## src/rtl/uart_rx_cfg.sv

```systemverilog
// uart_rx_cfg: runtime-configurable UART receiver with 3-sample majority voting,
// parity/frame/break detection and an integrated baud-tick generator.
module uart_rx_cfg #(
   parameter int unsigned DBIT_MAX = 8,
   parameter int unsigned OVS      = 16,
   parameter int unsigned DVSR     = 326,
   parameter int unsigned DVSR_BIT = 9
) (
   input  logic                clk,
   input  logic                reset,
   input  logic                i_rx,
   input  logic [3:0]          i_cfg_dbit,
   input  logic [1:0]          i_cfg_parity,
   input  logic                i_cfg_stop,
   output logic [DBIT_MAX-1:0] o_data,
   output logic                o_valid,
   output logic                o_parity_err,
   output logic                o_frame_err,
   output logic                o_break,
   output logic                o_busy
);

   localparam int unsigned S_W = (OVS > 1) ? $clog2(OVS) : 1;
   localparam logic [S_W-1:0]      S_LAST    = S_W'(OVS - 1);
   localparam logic [S_W-1:0]      S_SMP0    = S_W'(OVS / 2 - 1);
   localparam logic [S_W-1:0]      S_SMP1    = S_W'(OVS / 2);
   localparam logic [S_W-1:0]      S_SMP2    = S_W'(OVS / 2 + 1);
   localparam logic [DVSR_BIT-1:0] BAUD_LAST = DVSR_BIT'(DVSR - 1);
   localparam logic [3:0]          DBIT_MIN  = 4'd5;
   localparam logic [3:0]          DBIT_TOP  = 4'(DBIT_MAX);
   localparam logic [1:0]          PAR_NONE  = 2'b00;
   localparam logic [1:0]          PAR_EVEN  = 2'b01;
   localparam logic [1:0]          PAR_ODD   = 2'b10;

   typedef enum logic [2:0] {
      ST_WAIT_IDLE = 3'd0,
      ST_IDLE      = 3'd1,
      ST_START     = 3'd2,
      ST_DATA      = 3'd3,
      ST_PARITY    = 3'd4,
      ST_STOP      = 3'd5
   } state_t;

   // synchronizer and baud generator
   logic                r_rx_meta, r_rx_s;
   logic [DVSR_BIT-1:0] r_baud;
   logic                w_tick;

   // frame state
   state_t              r_state, w_state_nx;
   logic [S_W-1:0]      r_s, w_s_nx;
   logic [3:0]          r_n, w_n_nx;
   logic [2:0]          r_smp, w_smp_nx;
   logic [DBIT_MAX-1:0] r_shift, w_shift_nx;
   logic [3:0]          r_dbit, w_dbit_nx;
   logic [1:0]          r_par_mode, w_par_mode_nx;
   logic                r_two_stop, w_two_stop_nx;
   logic                r_stop_idx, w_stop_idx_nx;
   logic                r_par_bit, w_par_bit_nx;
   logic                r_perr_pend, w_perr_pend_nx;

   // registered outputs
   logic [DBIT_MAX-1:0] r_data, w_data_nx;
   logic                r_valid, w_valid_nx;
   logic                r_perr, w_perr_nx;
   logic                r_ferr, w_ferr_nx;
   logic                r_brk, w_brk_nx;
   logic                r_busy, w_busy_nx;

   logic                w_maj;
   logic                w_bit_end;
   logic                w_xor;
   logic [3:0]          w_cfg_dbit;
   logic [1:0]          w_cfg_par;

   assign w_tick     = (r_baud == BAUD_LAST);
   assign w_maj      = (r_smp[0] & r_smp[1]) | (r_smp[0] & r_smp[2]) | (r_smp[1] & r_smp[2]);
   assign w_xor      = (^r_shift) ^ w_maj;
   assign w_cfg_dbit = (i_cfg_dbit < DBIT_MIN) ? DBIT_MIN :
                       (i_cfg_dbit > DBIT_TOP) ? DBIT_TOP : i_cfg_dbit;
   assign w_cfg_par  = (i_cfg_parity == 2'b11) ? PAR_NONE : i_cfg_parity;

   // line synchronizer (idle-high reset) and free-running baud counter
   always_ff @(posedge clk or negedge reset) begin
      if (!reset) begin
         r_rx_meta <= 1'b1;
         r_rx_s    <= 1'b1;
         r_baud    <= '0;
      end else begin
         r_rx_meta <= i_rx;
         r_rx_s    <= r_rx_meta;
         r_baud    <= w_tick ? '0 : r_baud + DVSR_BIT'(1);
      end
   end

   // state and datapath registers
   always_ff @(posedge clk or negedge reset) begin
      if (!reset) begin
         r_state     <= ST_WAIT_IDLE;
         r_s         <= '0;
         r_n         <= '0;
         r_smp       <= '0;
         r_shift     <= '0;
         r_dbit      <= DBIT_MIN;
         r_par_mode  <= PAR_NONE;
         r_two_stop  <= 1'b0;
         r_stop_idx  <= 1'b0;
         r_par_bit   <= 1'b0;
         r_perr_pend <= 1'b0;
         r_data      <= '0;
         r_valid     <= 1'b0;
         r_perr      <= 1'b0;
         r_ferr      <= 1'b0;
         r_brk       <= 1'b0;
         r_busy      <= 1'b0;
      end else begin
         r_state     <= w_state_nx;
         r_s         <= w_s_nx;
         r_n         <= w_n_nx;
         r_smp       <= w_smp_nx;
         r_shift     <= w_shift_nx;
         r_dbit      <= w_dbit_nx;
         r_par_mode  <= w_par_mode_nx;
         r_two_stop  <= w_two_stop_nx;
         r_stop_idx  <= w_stop_idx_nx;
         r_par_bit   <= w_par_bit_nx;
         r_perr_pend <= w_perr_pend_nx;
         r_data      <= w_data_nx;
         r_valid     <= w_valid_nx;
         r_perr      <= w_perr_nx;
         r_ferr      <= w_ferr_nx;
         r_brk       <= w_brk_nx;
         r_busy      <= w_busy_nx;
      end
   end

   // next-state, bit sampling and frame-completion logic
   always_comb begin
      w_state_nx     = r_state;
      w_s_nx         = r_s;
      w_n_nx         = r_n;
      w_smp_nx       = r_smp;
      w_shift_nx     = r_shift;
      w_dbit_nx      = r_dbit;
      w_par_mode_nx  = r_par_mode;
      w_two_stop_nx  = r_two_stop;
      w_stop_idx_nx  = r_stop_idx;
      w_par_bit_nx   = r_par_bit;
      w_perr_pend_nx = r_perr_pend;
      w_data_nx      = r_data;
      w_valid_nx     = 1'b0;
      w_perr_nx      = r_perr;
      w_ferr_nx      = r_ferr;
      w_brk_nx       = r_brk;
      w_bit_end      = 1'b0;

      // oversampling counter and mid-bit samples while inside a frame
      if (w_tick && (r_state != ST_WAIT_IDLE) && (r_state != ST_IDLE)) begin
         if (r_s == S_SMP0) w_smp_nx[0] = r_rx_s;
         if (r_s == S_SMP1) w_smp_nx[1] = r_rx_s;
         if (r_s == S_SMP2) w_smp_nx[2] = r_rx_s;
         if (r_s == S_LAST) begin
            w_s_nx    = '0;
            w_bit_end = 1'b1;
         end else begin
            w_s_nx = r_s + S_W'(1);
         end
      end

      case (r_state)
         ST_WAIT_IDLE: begin
            if (w_tick && r_rx_s) w_state_nx = ST_IDLE;
         end
         ST_IDLE: begin
            if (w_tick && !r_rx_s) begin
               w_state_nx     = ST_START;
               w_s_nx         = '0;
               w_dbit_nx      = w_cfg_dbit;
               w_par_mode_nx  = w_cfg_par;
               w_two_stop_nx  = i_cfg_stop;
               w_par_bit_nx   = 1'b0;
               w_perr_pend_nx = 1'b0;
            end
         end
         ST_START: begin
            if (w_bit_end) begin
               if (w_maj) begin
                  w_state_nx = ST_IDLE;
               end else begin
                  w_state_nx = ST_DATA;
                  w_n_nx     = '0;
                  w_shift_nx = '0;
               end
            end
         end
         ST_DATA: begin
            if (w_bit_end) begin
               w_shift_nx = r_shift | (DBIT_MAX'(w_maj) << r_n);
               if (r_n == r_dbit - 4'd1) begin
                  w_n_nx        = '0;
                  w_stop_idx_nx = 1'b0;
                  w_state_nx    = (r_par_mode == PAR_NONE) ? ST_STOP : ST_PARITY;
               end else begin
                  w_n_nx = r_n + 4'd1;
               end
            end
         end
         ST_PARITY: begin
            if (w_bit_end) begin
               w_par_bit_nx   = w_maj;
               w_perr_pend_nx = (r_par_mode == PAR_EVEN) ? w_xor : ~w_xor;
               w_state_nx     = ST_STOP;
            end
         end
         ST_STOP: begin
            if (w_bit_end) begin
               if (!w_maj) begin
                  w_valid_nx = 1'b1;
                  w_data_nx  = r_shift;
                  w_perr_nx  = r_perr_pend;
                  w_ferr_nx  = 1'b1;
                  w_brk_nx   = (r_shift == '0) && !r_par_bit;
                  w_state_nx = ST_WAIT_IDLE;
               end else if (r_two_stop && !r_stop_idx) begin
                  w_stop_idx_nx = 1'b1;
               end else begin
                  w_valid_nx = 1'b1;
                  w_data_nx  = r_shift;
                  w_perr_nx  = r_perr_pend;
                  w_ferr_nx  = 1'b0;
                  w_brk_nx   = 1'b0;
                  w_state_nx = ST_IDLE;
               end
            end
         end
         default: w_state_nx = ST_WAIT_IDLE;
      endcase

      w_busy_nx = (w_state_nx != ST_IDLE);
   end

   assign o_data       = r_data;
   assign o_valid      = r_valid;
   assign o_parity_err = r_perr;
   assign o_frame_err  = r_ferr;
   assign o_break      = r_brk;
   assign o_busy       = r_busy;

endmodule
```

## config.mk

```make
export PLATFORM = sky130hd
export DESIGN_NAME = uart_rx_cfg
export DESIGN_NICKNAME = d
export VERILOG_FILES = /design/src/rtl/uart_rx_cfg.sv
export SDC_FILE = /design/constraint.sdc
export NUM_CORES = 1
export LEC_CHECK = 0
export ABC_AREA = 1
export BUFFER_PORTS_ARGS = -buffer_cell sky130_fd_sc_hd__buf_2
export CAP_MARGIN = 30
export CORE_MARGIN = 5
export CORE_UTILIZATION = 29
export DETAILED_ROUTE_END_ITERATION = 7
export GPL_TIMING_DRIVEN = 0
export HOLD_SLACK_MARGIN = 0.12
export PLACE_DENSITY = 0.43
export RECOVER_POWER = 50
export SYNTH_ARGS = -nofsm -noshare
export SYNTH_HDL_FRONTEND = slang
export SYNTH_SLANG_ARGS = --single-unit
```

## constraint.sdc

```tcl
create_clock -name clk -period 2.1 [get_ports clk]
set_input_delay 0.42 -clock clk [delete_from_list [all_inputs] [get_ports clk]]
set_output_delay 0.42 -clock clk [all_outputs]
set_load 0.02 [all_outputs]
```

==> impl_metrics.json <==
{
  "layout_common_cells": "nand2_1, inv_1, dfrtp_1",
  "cp.required_ns": 2.30,
  "instances_no_fill": 506,
  "mostFrequentLayoutCell": "nand2_1",
  "wl_um": 5910,
  "worst_pin_slew_ns": 1.17,
  "worst-path-buf-inv": 1,
  "io_buffers": 22,
  "fp-row-count": 36,
  "dp_cells": 497,
  "antenna_found_initial": 0,
  "slowest_delay_ns": 0.55,
  "critPathKind": "reg2reg",
  "hold_end": "r_rx_meta",
  "cp_top_family": "simple AND/OR/NAND/NOR gates",
  "dr.pass1.iters": 4,
  "async_reset_ff_frac": 1.00,
  "vias": 2190,
  "ys.flop_type": "dfrtp_1",
  "irDropWorstVdd_uv": 281,
  "fp.dieH_um": 111,
  "yosysSeqAreaShare": 0.478,
  "rsz0062_at_grt": "no",
  "post-cts-setup-buffer-count": 0,
  "gr-total-overflow": 0,
  "drc": 0,
  "cpMostUsedCell": "nand2_1",
  "nFillCells": 1092,
  "cp_slowest_cell": "dfstp_2",
  "cts_root_buf": "clkbuf_8",
  "timing.rr.start": "r_dbit[0]",
  "cts_sinks": 56,
  "min_from": "i_rx",
  "reg2reg_depth": 10,
  "synth_warnings": 0,
  "netlist-cell-type-count": 35,
  "hpwl_um": 4430,
  "io_pins": 23,
  "rrSetupSlack_ns": 0.21,
  "dieArea_um2": 12300,
  "synthCells": 341,
  "end_kind": "register",
  "avgSynthCellArea_um2": 8.62,
  "synth_edf_count": 0,
  "ys_ff_latch": 56,
  "wl_per_cell_um": 11.7,
  "clkTransAtPathRegs_ns": 0.11,
  "start_kind": "register",
  "status": "complete, no violations",
  "max_freq_ghz": 0.529,
  "p_leak_nw": 1.64,
  "antenna_cells": 0,
  "finalHoldViolCount": 0,
  "start_util": 0.299,
  "power_mw": 1.76,
  "final_core_util": 0.339,
  "slew_headroom": 0.223,
  "synth_nets": 362,
  "regToRegEndpoint": "o_busy",
  "placed_cell_area_um2": 3240,
  "area_growth_pct": 13.1,
  "drive_above_1_share": 0.177,
  "slew_violations": 0,
  "cts.htree.levels": 2,
  "stdcell_area_um2": 3330,
  "fin_crit_sh": 0.901,
  "routabilityCongestion": 0.786,
  "power_density_nw_per_um2": 528,
  "crit_chain": "inv_1 > ha_1 > xor2_1 > nand2_1 > nor2_1 > nand3_1 > nand2_1 > nand2_1 > nor2_1 > nand2_1",
  "cts_max_path_buffers": 2,
  "track_usage": 0.0999,
  "grt_pass1_vias": 2184,
  "hold_path.class": "in2reg",
  "drv_cap": 0,
  "setup_viol_count_final": 0,
  "period_needed_ns": 1.89,
  "fp.dieW_um": 111,
  "grt_pass1_wl_um": 10300,
  "regArea_um2": 1410,
  "routed_via_density": 4.33,
  "cp_data_arrival_time_ns": 2.09,
  "fin_skew_ns": 0.0127,
  "drt_iter0_markers": 81,
  "netlist_area_um2": 2940,
  "holdWs_ns": 0.195,
  "fin_nets": 393,
  "worst-path-max-fanout": 3,
  "cts_tree": "done",
  "fin_setup_tns_ns": 0,
  "grt_max_degree": 38,
  "clock_latency_ns": 0.32,
  "ant_nets": 0,
  "cts_buffers": 5,
  "place_ws_ns": 0.153,
  "hold_depth": 1,
  "multi_input_area_um2": 1280,
  "crit_start": "r_dbit[0]",
  "core_um2": 9820,
  "setup_slack_ns": 0.209
}
[state kept, by name, summed over array words and instances (netlist names), 2 cells and up]
register    flops
r_baud          9
r_s             4
r_dbit          4
o_data          8
r_n             4
r_state         3
r_smp           3
r_par_mode      2
r_shift         8
[repair_timing]
| action | 4_1_cts | 5_1_grt |
|---|---|---|
| gates resized for setup | 0 | 1 |
| hold buffers | 1 | 0 |
| endpoints found under the hold margin | 15 | 0 |
| setup endpoints to repair | 0 | 1 |
[kinds of logic after synthesis]
| kind of cell | count (synthesis) | synth area share |
|---|---|---|
| and+or+nand+nor | 154 | 0.263 |
| buffers and inverters | 61 | 0.0834 |
| adders and majority gates | 11 | 0.0468 |
| xor gates and xnor gates | 11 | 0.0328 |
| DFF | 56 | 0.478 |
| AOI/OAI and AO/OA | 48 | 0.0957 |
[worst max-delay path by stage]
stage	endpoint	slack (ns)	depth (start not counted)
2_1_floorplan	r_n[2]	0.44	10
3_3_place_gp	o_busy	0.17	11
3_5_place_dp	o_busy	0.15	11
4_1_cts	o_busy	0.13	11
5_1_grt	o_busy	0.01	10
6_report	o_busy	0.21	10
[area by class of cell]
cell class                 instances  share of cell area
timing repair buffer              24              0.0384
clock inverter                     3             0.00790
tap                              133              0.0500
clock buffer                       5              0.0207
inverter                          59              0.0700
sequential                        56               0.423
buffer                             2             0.00489
multi-input combinational        224               0.385
[layer usage]
| metal | GRT usage | vias to the layer above | routed length [um] |
|---|---|---|---|
| met5 | 0 | - | 0 |
| met4 | 0.0271 | 0 | 63 |
| met3 | 0.0224 | 5 | 190 |
| met2 | 0.159 | 28 | 2560 |
| met1 | 0.137 | 1009 | 3090 |
| li1 | - | 1148 | - |
[power by group]
group / switching [mW] / total, mW / leakage [nW] / internal (mW)
clock network: 0.389 / 0.633 / 0.0487 / 0.245
logic: 0.0281 / 0.0386 / 0.866 / 0.0105
registers: 0.00182 / 1.08 / 0.723 / 1.08
total: 0.419 / 1.76 / 1.64 / 1.34
[synth_stat cells (5+ instances only)]
cell / number / share of area
nand4_1: 5 / 0.011
nor3_1: 11 / 0.019
nand3_1: 21 / 0.036
xor2_1: 8 / 0.024
nor2_1: 27 / 0.034
o21ai_0: 14 / 0.024
nand2_1: 66 / 0.084
a21oi_1: 19 / 0.032
nor2_2: 6 / 0.013
dfrtp_1: 52 / 0.44
ha_1: 11 / 0.047
inv_1: 53 / 0.068
o21ai_2: 7 / 0.021
No activity file was read; power rests on OpenSTA's default activity.
